`src/rtl/sys_tx_pkg.sv`:
```
// Shared types and constants for the system-to-UART transmit controller.
// Latency: none (declarations only).
// Backpressure: none (declarations only).
package sys_tx_pkg;

  // Controller state encoding
  typedef enum logic [1:0] {
    IDLE = 2'd0,
    LOAD = 2'd1,
    SEND = 2'd2,
    WAIT = 2'd3
  } state_t;

  // Message source selectors
  localparam logic SRC_REG = 1'b0;
  localparam logic SRC_ALU = 1'b1;

  // Width of a counter able to hold 0..frames
  function automatic int cnt_width(input int frames);
    return $clog2(frames + 1);
  endfunction

endpackage

```
`src/rtl/sys_tx_frame_sel.sv`:
```
// Shift register and frame counter that slices one message into DATA_WIDTH frames.
// Latency: first_frame is combinational from the load source; next_frame is registered state.
// Backpressure: advances only when the controller pulses advance; otherwise holds.
module sys_tx_frame_sel
  import sys_tx_pkg::*;
#(
  parameter int DATA_WIDTH = 8,
  parameter int ALU_FRAMES = 2,
  parameter int MSB_FIRST  = 0
) (
  input  logic                               CLK,
  input  logic                               RST,
  input  logic                               load,
  input  logic                               load_src,
  input  logic [DATA_WIDTH-1:0]              reg_data,
  input  logic [DATA_WIDTH*ALU_FRAMES-1:0]   alu_data,
  input  logic                               advance,
  output logic [DATA_WIDTH-1:0]              first_frame,
  output logic [DATA_WIDTH-1:0]              next_frame,
  output logic                               more
);

  localparam int AW = DATA_WIDTH * ALU_FRAMES;
  localparam int CW = cnt_width(ALU_FRAMES);

  logic [AW-1:0] shreg;
  logic [AW-1:0] load_vec;
  // Frames still to send after the one currently on the wire
  logic [CW-1:0] rem;

  // Frame that goes out next, at the end chosen by MSB_FIRST
  function automatic logic [DATA_WIDTH-1:0] head(input logic [AW-1:0] v);
    if (MSB_FIRST != 0) return v[AW-1 -: DATA_WIDTH];
    else                return v[DATA_WIDTH-1:0];
  endfunction

  // Remove the head frame so the following one moves into its place
  function automatic logic [AW-1:0] drop_head(input logic [AW-1:0] v);
    if (MSB_FIRST != 0) return v << DATA_WIDTH;
    else                return v >> DATA_WIDTH;
  endfunction

  // Align a register byte with the head slot so both sources share one path
  always_comb begin
    load_vec = '0;
    if (load_src == SRC_ALU)  load_vec = alu_data;
    else if (MSB_FIRST != 0)  load_vec[AW-1 -: DATA_WIDTH] = reg_data;
    else                      load_vec[DATA_WIDTH-1:0] = reg_data;
  end

  // The first frame leaves directly on load, so the register keeps only what follows it
  always_ff @(posedge CLK) begin
    if (RST) begin
      shreg <= '0;
      rem   <= '0;
    end else if (load) begin
      shreg <= drop_head(load_vec);
      rem   <= (load_src == SRC_ALU) ? CW'(ALU_FRAMES - 1) : '0;
    end else if (advance && (rem != '0)) begin
      shreg <= drop_head(shreg);
      rem   <= rem - CW'(1);
    end
  end

  assign first_frame = head(load_vec);
  assign next_frame  = head(shreg);
  assign more        = (rem != '0);

endmodule

```
`src/rtl/sys_tx_ctrl.sv`:
```
// Buffers a register byte and an ALU result, arbitrates, and feeds them frame by frame to the UART TX.
// Latency: first TX_D_VLD two cycles after the capturing valid edge (IDLE -> LOAD -> SEND).
// Backpressure: each frame held valid until busy is sampled high; next frame waits for busy low.
module sys_tx_ctrl
  import sys_tx_pkg::*;
#(
  parameter int DATA_WIDTH   = 8,
  parameter int ALU_FRAMES   = 2,
  parameter int MSB_FIRST    = 0,
  parameter int REG_PRIORITY = 1
) (
  input  logic                              CLK,
  input  logic                              RST,
  input  logic [DATA_WIDTH-1:0]             Rd_D,
  input  logic                              Rd_D_VLD,
  input  logic [DATA_WIDTH*ALU_FRAMES-1:0]  ALU_OUT,
  input  logic                              OUT_VLD,
  input  logic                              busy,
  output logic [DATA_WIDTH-1:0]             TX_P_Data,
  output logic                              TX_D_VLD,
  output logic                              clk_div_en,
  output logic                              tx_active,
  output logic                              ovf
);

  localparam int AW = DATA_WIDTH * ALU_FRAMES;

  state_t                state;
  logic [DATA_WIDTH-1:0] reg_buf;
  logic                  reg_pend;
  logic [AW-1:0]         alu_buf;
  logic                  alu_pend;
  logic                  sel_src;
  logic                  ld;
  logic                  adv;
  logic                  clr_reg;
  logic                  clr_alu;
  logic [DATA_WIDTH-1:0] first_frame;
  logic [DATA_WIDTH-1:0] next_frame;
  logic                  more;

  // Pick the source to load; only meaningful in LOAD, where at least one flag is set
  always_comb begin
    if (REG_PRIORITY != 0) sel_src = reg_pend ? SRC_REG : SRC_ALU;
    else                   sel_src = alu_pend ? SRC_ALU : SRC_REG;
  end

  assign ld      = (state == LOAD);
  assign adv     = (state == WAIT) && !busy && more;
  assign clr_reg = ld && (sel_src == SRC_REG);
  assign clr_alu = ld && (sel_src == SRC_ALU);

  // Single-entry buffers; an arrival while the flag is still up is dropped and flagged
  always_ff @(posedge CLK) begin
    if (RST) begin
      reg_buf  <= '0;
      reg_pend <= 1'b0;
      alu_buf  <= '0;
      alu_pend <= 1'b0;
      ovf      <= 1'b0;
    end else begin
      if (clr_reg) begin
        reg_pend <= 1'b0;
      end else if (Rd_D_VLD && !reg_pend) begin
        reg_pend <= 1'b1;
        reg_buf  <= Rd_D;
      end
      if (clr_alu) begin
        alu_pend <= 1'b0;
      end else if (OUT_VLD && !alu_pend) begin
        alu_pend <= 1'b1;
        alu_buf  <= ALU_OUT;
      end
      if ((Rd_D_VLD && reg_pend) || (OUT_VLD && alu_pend)) ovf <= 1'b1;
    end
  end

  // Message sequencing with registered UART-side outputs
  always_ff @(posedge CLK) begin
    if (RST) begin
      state      <= IDLE;
      TX_P_Data  <= '0;
      TX_D_VLD   <= 1'b0;
      tx_active  <= 1'b0;
      clk_div_en <= 1'b0;
    end else begin
      clk_div_en <= 1'b1;
      case (state)
        IDLE: begin
          if (reg_pend || alu_pend) state <= LOAD;
        end
        LOAD: begin
          TX_P_Data <= first_frame;
          TX_D_VLD  <= 1'b1;
          tx_active <= 1'b1;
          state     <= SEND;
        end
        SEND: begin
          if (busy) begin
            TX_D_VLD <= 1'b0;
            state    <= WAIT;
          end
        end
        WAIT: begin
          if (!busy) begin
            if (more) begin
              TX_P_Data <= next_frame;
              TX_D_VLD  <= 1'b1;
              state     <= SEND;
            end else begin
              tx_active <= 1'b0;
              state     <= IDLE;
            end
          end
        end
        default: state <= IDLE;
      endcase
    end
  end

  sys_tx_frame_sel #(
    .DATA_WIDTH (DATA_WIDTH),
    .ALU_FRAMES (ALU_FRAMES),
    .MSB_FIRST  (MSB_FIRST)
  ) u_frame_sel (
    .CLK         (CLK),
    .RST         (RST),
    .load        (ld),
    .load_src    (sel_src),
    .reg_data    (reg_buf),
    .alu_data    (alu_buf),
    .advance     (adv),
    .first_frame (first_frame),
    .next_frame  (next_frame),
    .more        (more)
  );

endmodule
```
`config.mk`:
```
export PLATFORM = sky130hd
export DESIGN_NAME = sys_tx_ctrl
export DESIGN_NICKNAME = d
export VERILOG_FILES = /design/src/rtl/sys_tx_pkg.sv /design/src/rtl/sys_tx_frame_sel.sv /design/src/rtl/sys_tx_ctrl.sv
export SDC_FILE = /design/constraint.sdc
export NUM_CORES = 1
export LEC_CHECK = 0
export ABC_AREA = 1
export CAP_MARGIN = 10
export CORE_AREA = 2 2 79 81
export CTS_BUF_LIST = sky130_fd_sc_hd__clkbuf_16
export CTS_CLUSTER_DIAMETER = 120
export DETAILED_ROUTE_END_ITERATION = 8
export DIE_AREA = 0 0 81 83
export HOLD_SLACK_MARGIN = 0.15
export PLACE_DENSITY = 0.72
export SLEW_MARGIN = 20
export SYNTH_ARGS = -nofsm -noshare
export SYNTH_HDL_FRONTEND = slang
export SYNTH_SLANG_ARGS = --single-unit
```
`constraint.sdc`:
```
create_clock -name CLK -period 2.85 [get_ports CLK]
set_input_delay 0.285 -clock CLK [delete_from_list [all_inputs] [get_ports CLK]]
set_output_delay 0.285 -clock CLK [all_outputs]
set_load 0.02 [all_outputs]
```
==> metrics.md <==
| Metric | Value |
|---|---|
| Num ports | around 40 |
| Yosys cell types | 24 |
| Clock-pin slew on the worst setup and hold paths | 0.06 ns |
| Worst-case clock buffer depth | 2 |
| Crit. End Element | register |
| Seq/Total Area, Yosys | about 44% |
| First-pass GRT wire length | 7800 um |
| Die height | between 80 and 90 um |
| Worst-case hold slack | 0.457 ns |
| First-pass iteration count of the detailed router | 4 |
| CP Class | register to register |
| Max frequency | 589 MHz |
| Slew Limit Fails | 0 |
| Final setup violation count | 0 |
| Share of cells above drive strength 1 | under 10% |
| Synth Cell Area | between 2000 and 2500 um^2 |
| IO Port Bufs | 40 |
| CP max-delay cell | dfxtp_1 |
| Worst slew pin tran | roughly 0.57 ns |
| Rows | 28 |
| Final TNS setup | 0 ns |
| Share of flip-flops with an asynchronous set or reset | 0% |
| TritonCTS clock tree | yes |
| Total die area | roughly 6700 um^2 |
| Worst Path Max Fanout | 33 |
| Post-synth EDFFs | 0 |
| Final period utilization | between 50% and 60% |
| Reg2reg setup slack | ~1.2 ns |
| RSZ-0062 raised after global routing | no |
| DR WL/cell | between 10 and 15 um |
| Vias post-DR | 2031 |
| Element type at the critical path start | register |
| Post-route cell area | 2800 um^2 |
| Most frequent cell after synthesis | nand2_1 |
| Synth cell count leaders | nand2_1, dfxtp_1, nor2_1, a21oi_1, inv_1 |
| Storage element area | around 1000 um^2 |
| Largest net degree at the start of global routing | 34 |
| Setup Skew | roughly 0.0025 ns |
| Hold buffers post-CTS | 0 |
| Antenna diode count | 0 |
| Synth Register Bits | 50 |
| Critical path arrival | 1.87 ns |
| PD cells | just over 700 nW/um^2 |
| Post-synth top flop | dfxtp_1 |
| Routability Congestion | roughly 0.83 |
| Post-CTS setup buffers | 0 |
| Fin. Hold Viols | 0 |
| Clock sinks | 50 |
| Syn_nets | 350 |
| Post-synth top area share | between 40% and 50% |
| Grt ovf | 0 |
| Synth-to-Final Area Change | 24.0% |
| Largest cells by area after synthesis | dfxtp_1, nand2_1, nor2_1 |
| Resize count post-CTS | 0 |
| CTS HTree Levels | 2 |
| Vias per cell | ~4.7 |
| Post-route ant nets | 0 |
| Layout fillers | 628 |
| Worst min path class | register to register |
| Final min period | 1.70 ns |
| Die width | 81 um |
| # nets final | approximately 380 |
| GRT Overall Usage | 14.5% |
| DRC viols | 0 |
| Core area | around 5800 um^2 |
| Num CTS Buffers | 5 |
| Drt total wl | 4690 um |
| Worst IR Drop VDD | around 0.00025 V |
| Pwr Total | 2.02 mW |
| Yosys top cell by area | dfxtp_1 |
| Critical-path cell list | inv_2, nand2_2, nand3b_1, nand2_1, nor2_1 |
| WP data required | 3.02 ns |
| Status | completed |
| Mapped Cells | 320 |
| Number of global-route vias before repair | between 1500 and 2000 |
| Synth warnings | 0 |
| Post-DP HPWL | between 3000 and 4000 um |
| Relative slew slack | between 60% and 70% |
| Dpl cell area | between 2000 and 3000 um^2 |
| P_leak | 1.18 nW |
| Skew-Pair Late Insertion Delay | roughly 0.28 ns |
| Initial antenna violation count | 0 |
| Max-Cap Viols | 0 |
| CP peak stage delay | ~0.6 ns |
| Initial Util | 38.8% |
| Initial DRC count | 94 |
| Avg Inst Size Synth | 7.05 um^2 |
| Footprint of the multi-input gates | between 1000 and 1500 um^2 |
| Root buffer cell | clkbuf_16 |
[cells by family after synthesis]
family / count (synthesis) / synth area share (%)
and+or+nand+nor: 170 / 33.1
AOI/OAI and AO/OA: 52 / 11.9
DFF: 50 / 44.4
buffers and inverters: 47 / 10.1
adders and majority gates: 1 / 0.555
[cell type report]
cell class	instances	share of cell area [%]
Multi-Input combinational cell	223	36.8
Sequential cell	50	35.8
Timing Repair Buffer	42	14.9
Clock buffer	5	4.47
Inverter	32	4.30
Tap cell	75	3.36
Clock inverter	3	0.447
[routing by layer]
metal	GRT usage, %	share of wire (%)
met5	0	0
met4	5.70	1.9
met3	3.04	5.1
met2	23.4	47
met1	18.7	46
[placed cells by master, fill, tap and decap left out, types with 5 or more instances in the layout]
cell and n:
a21oi_1 35, nand2_1 86, clkdlybuf4s50_1 40, clkbuf_16 5, nand3_1 10, nand3b_1 16
o21ai_0 15, dfxtp_1 50, nor2_1 47, inv_1 29
[flip-flops by register name (all words and copies together) (netlist names)]
| signal | cells |
|---|---|
| alu_buf | 16 |
| u_frame_sel.rem | 2 |
| TX_P_Data | 8 |
| ovf | 1 |
| reg_buf | 8 |
| reg_pend | 1 |
| state | 2 |
| clk_div_en | 1 |
| alu_pend | 1 |
| tx_active | 1 |
| TX_D_VLD | 1 |
| u_frame_sel.shreg | 8 |
[stage by stage]
stage | setup WS [ns] | std cells | util [%]
floorplan | 1.61 | 320 | -
global placement | 0.937 | 422 | 45.7
detailed placement | 0.881 | 422 | 45.7
CTS | 1.16 | 430 | 48.1
global route | 0.954 | 430 | 48.1
finish | 1.15 | 430 | 48.1
[worst paths after layout]
check / cells past startpoint / end / from
max: 5 / alu_buf[15] / reg_pend
min: 2 / TX_D_VLD / TX_D_VLD
max reg2reg: 5 / alu_buf[15] / reg_pend
min reg2reg: 2 / TX_D_VLD / TX_D_VLD
[report_power, final]
| group | switching (mW) | total [mW] | internal [mW] |
|---|---|---|---|
| sequential | 0.0654 | 0.870 | 0.804 |
| clock | 0.238 | 0.556 | 0.317 |
| combinational | 0.352 | 0.591 | 0.239 |
| total | 0.656 | 2.02 | 1.36 |
[worst max-delay path: cells and delay by family, from the launching register on]
| family | cells | cell delay (ns) |
|---|---|---|
| buffers and inverters | 1 | 0.19 |
| and+or+nand+nor | 4 | 0.79 |
| DFF | 1 | 0.60 |
(Power assumes the default switching activity.)
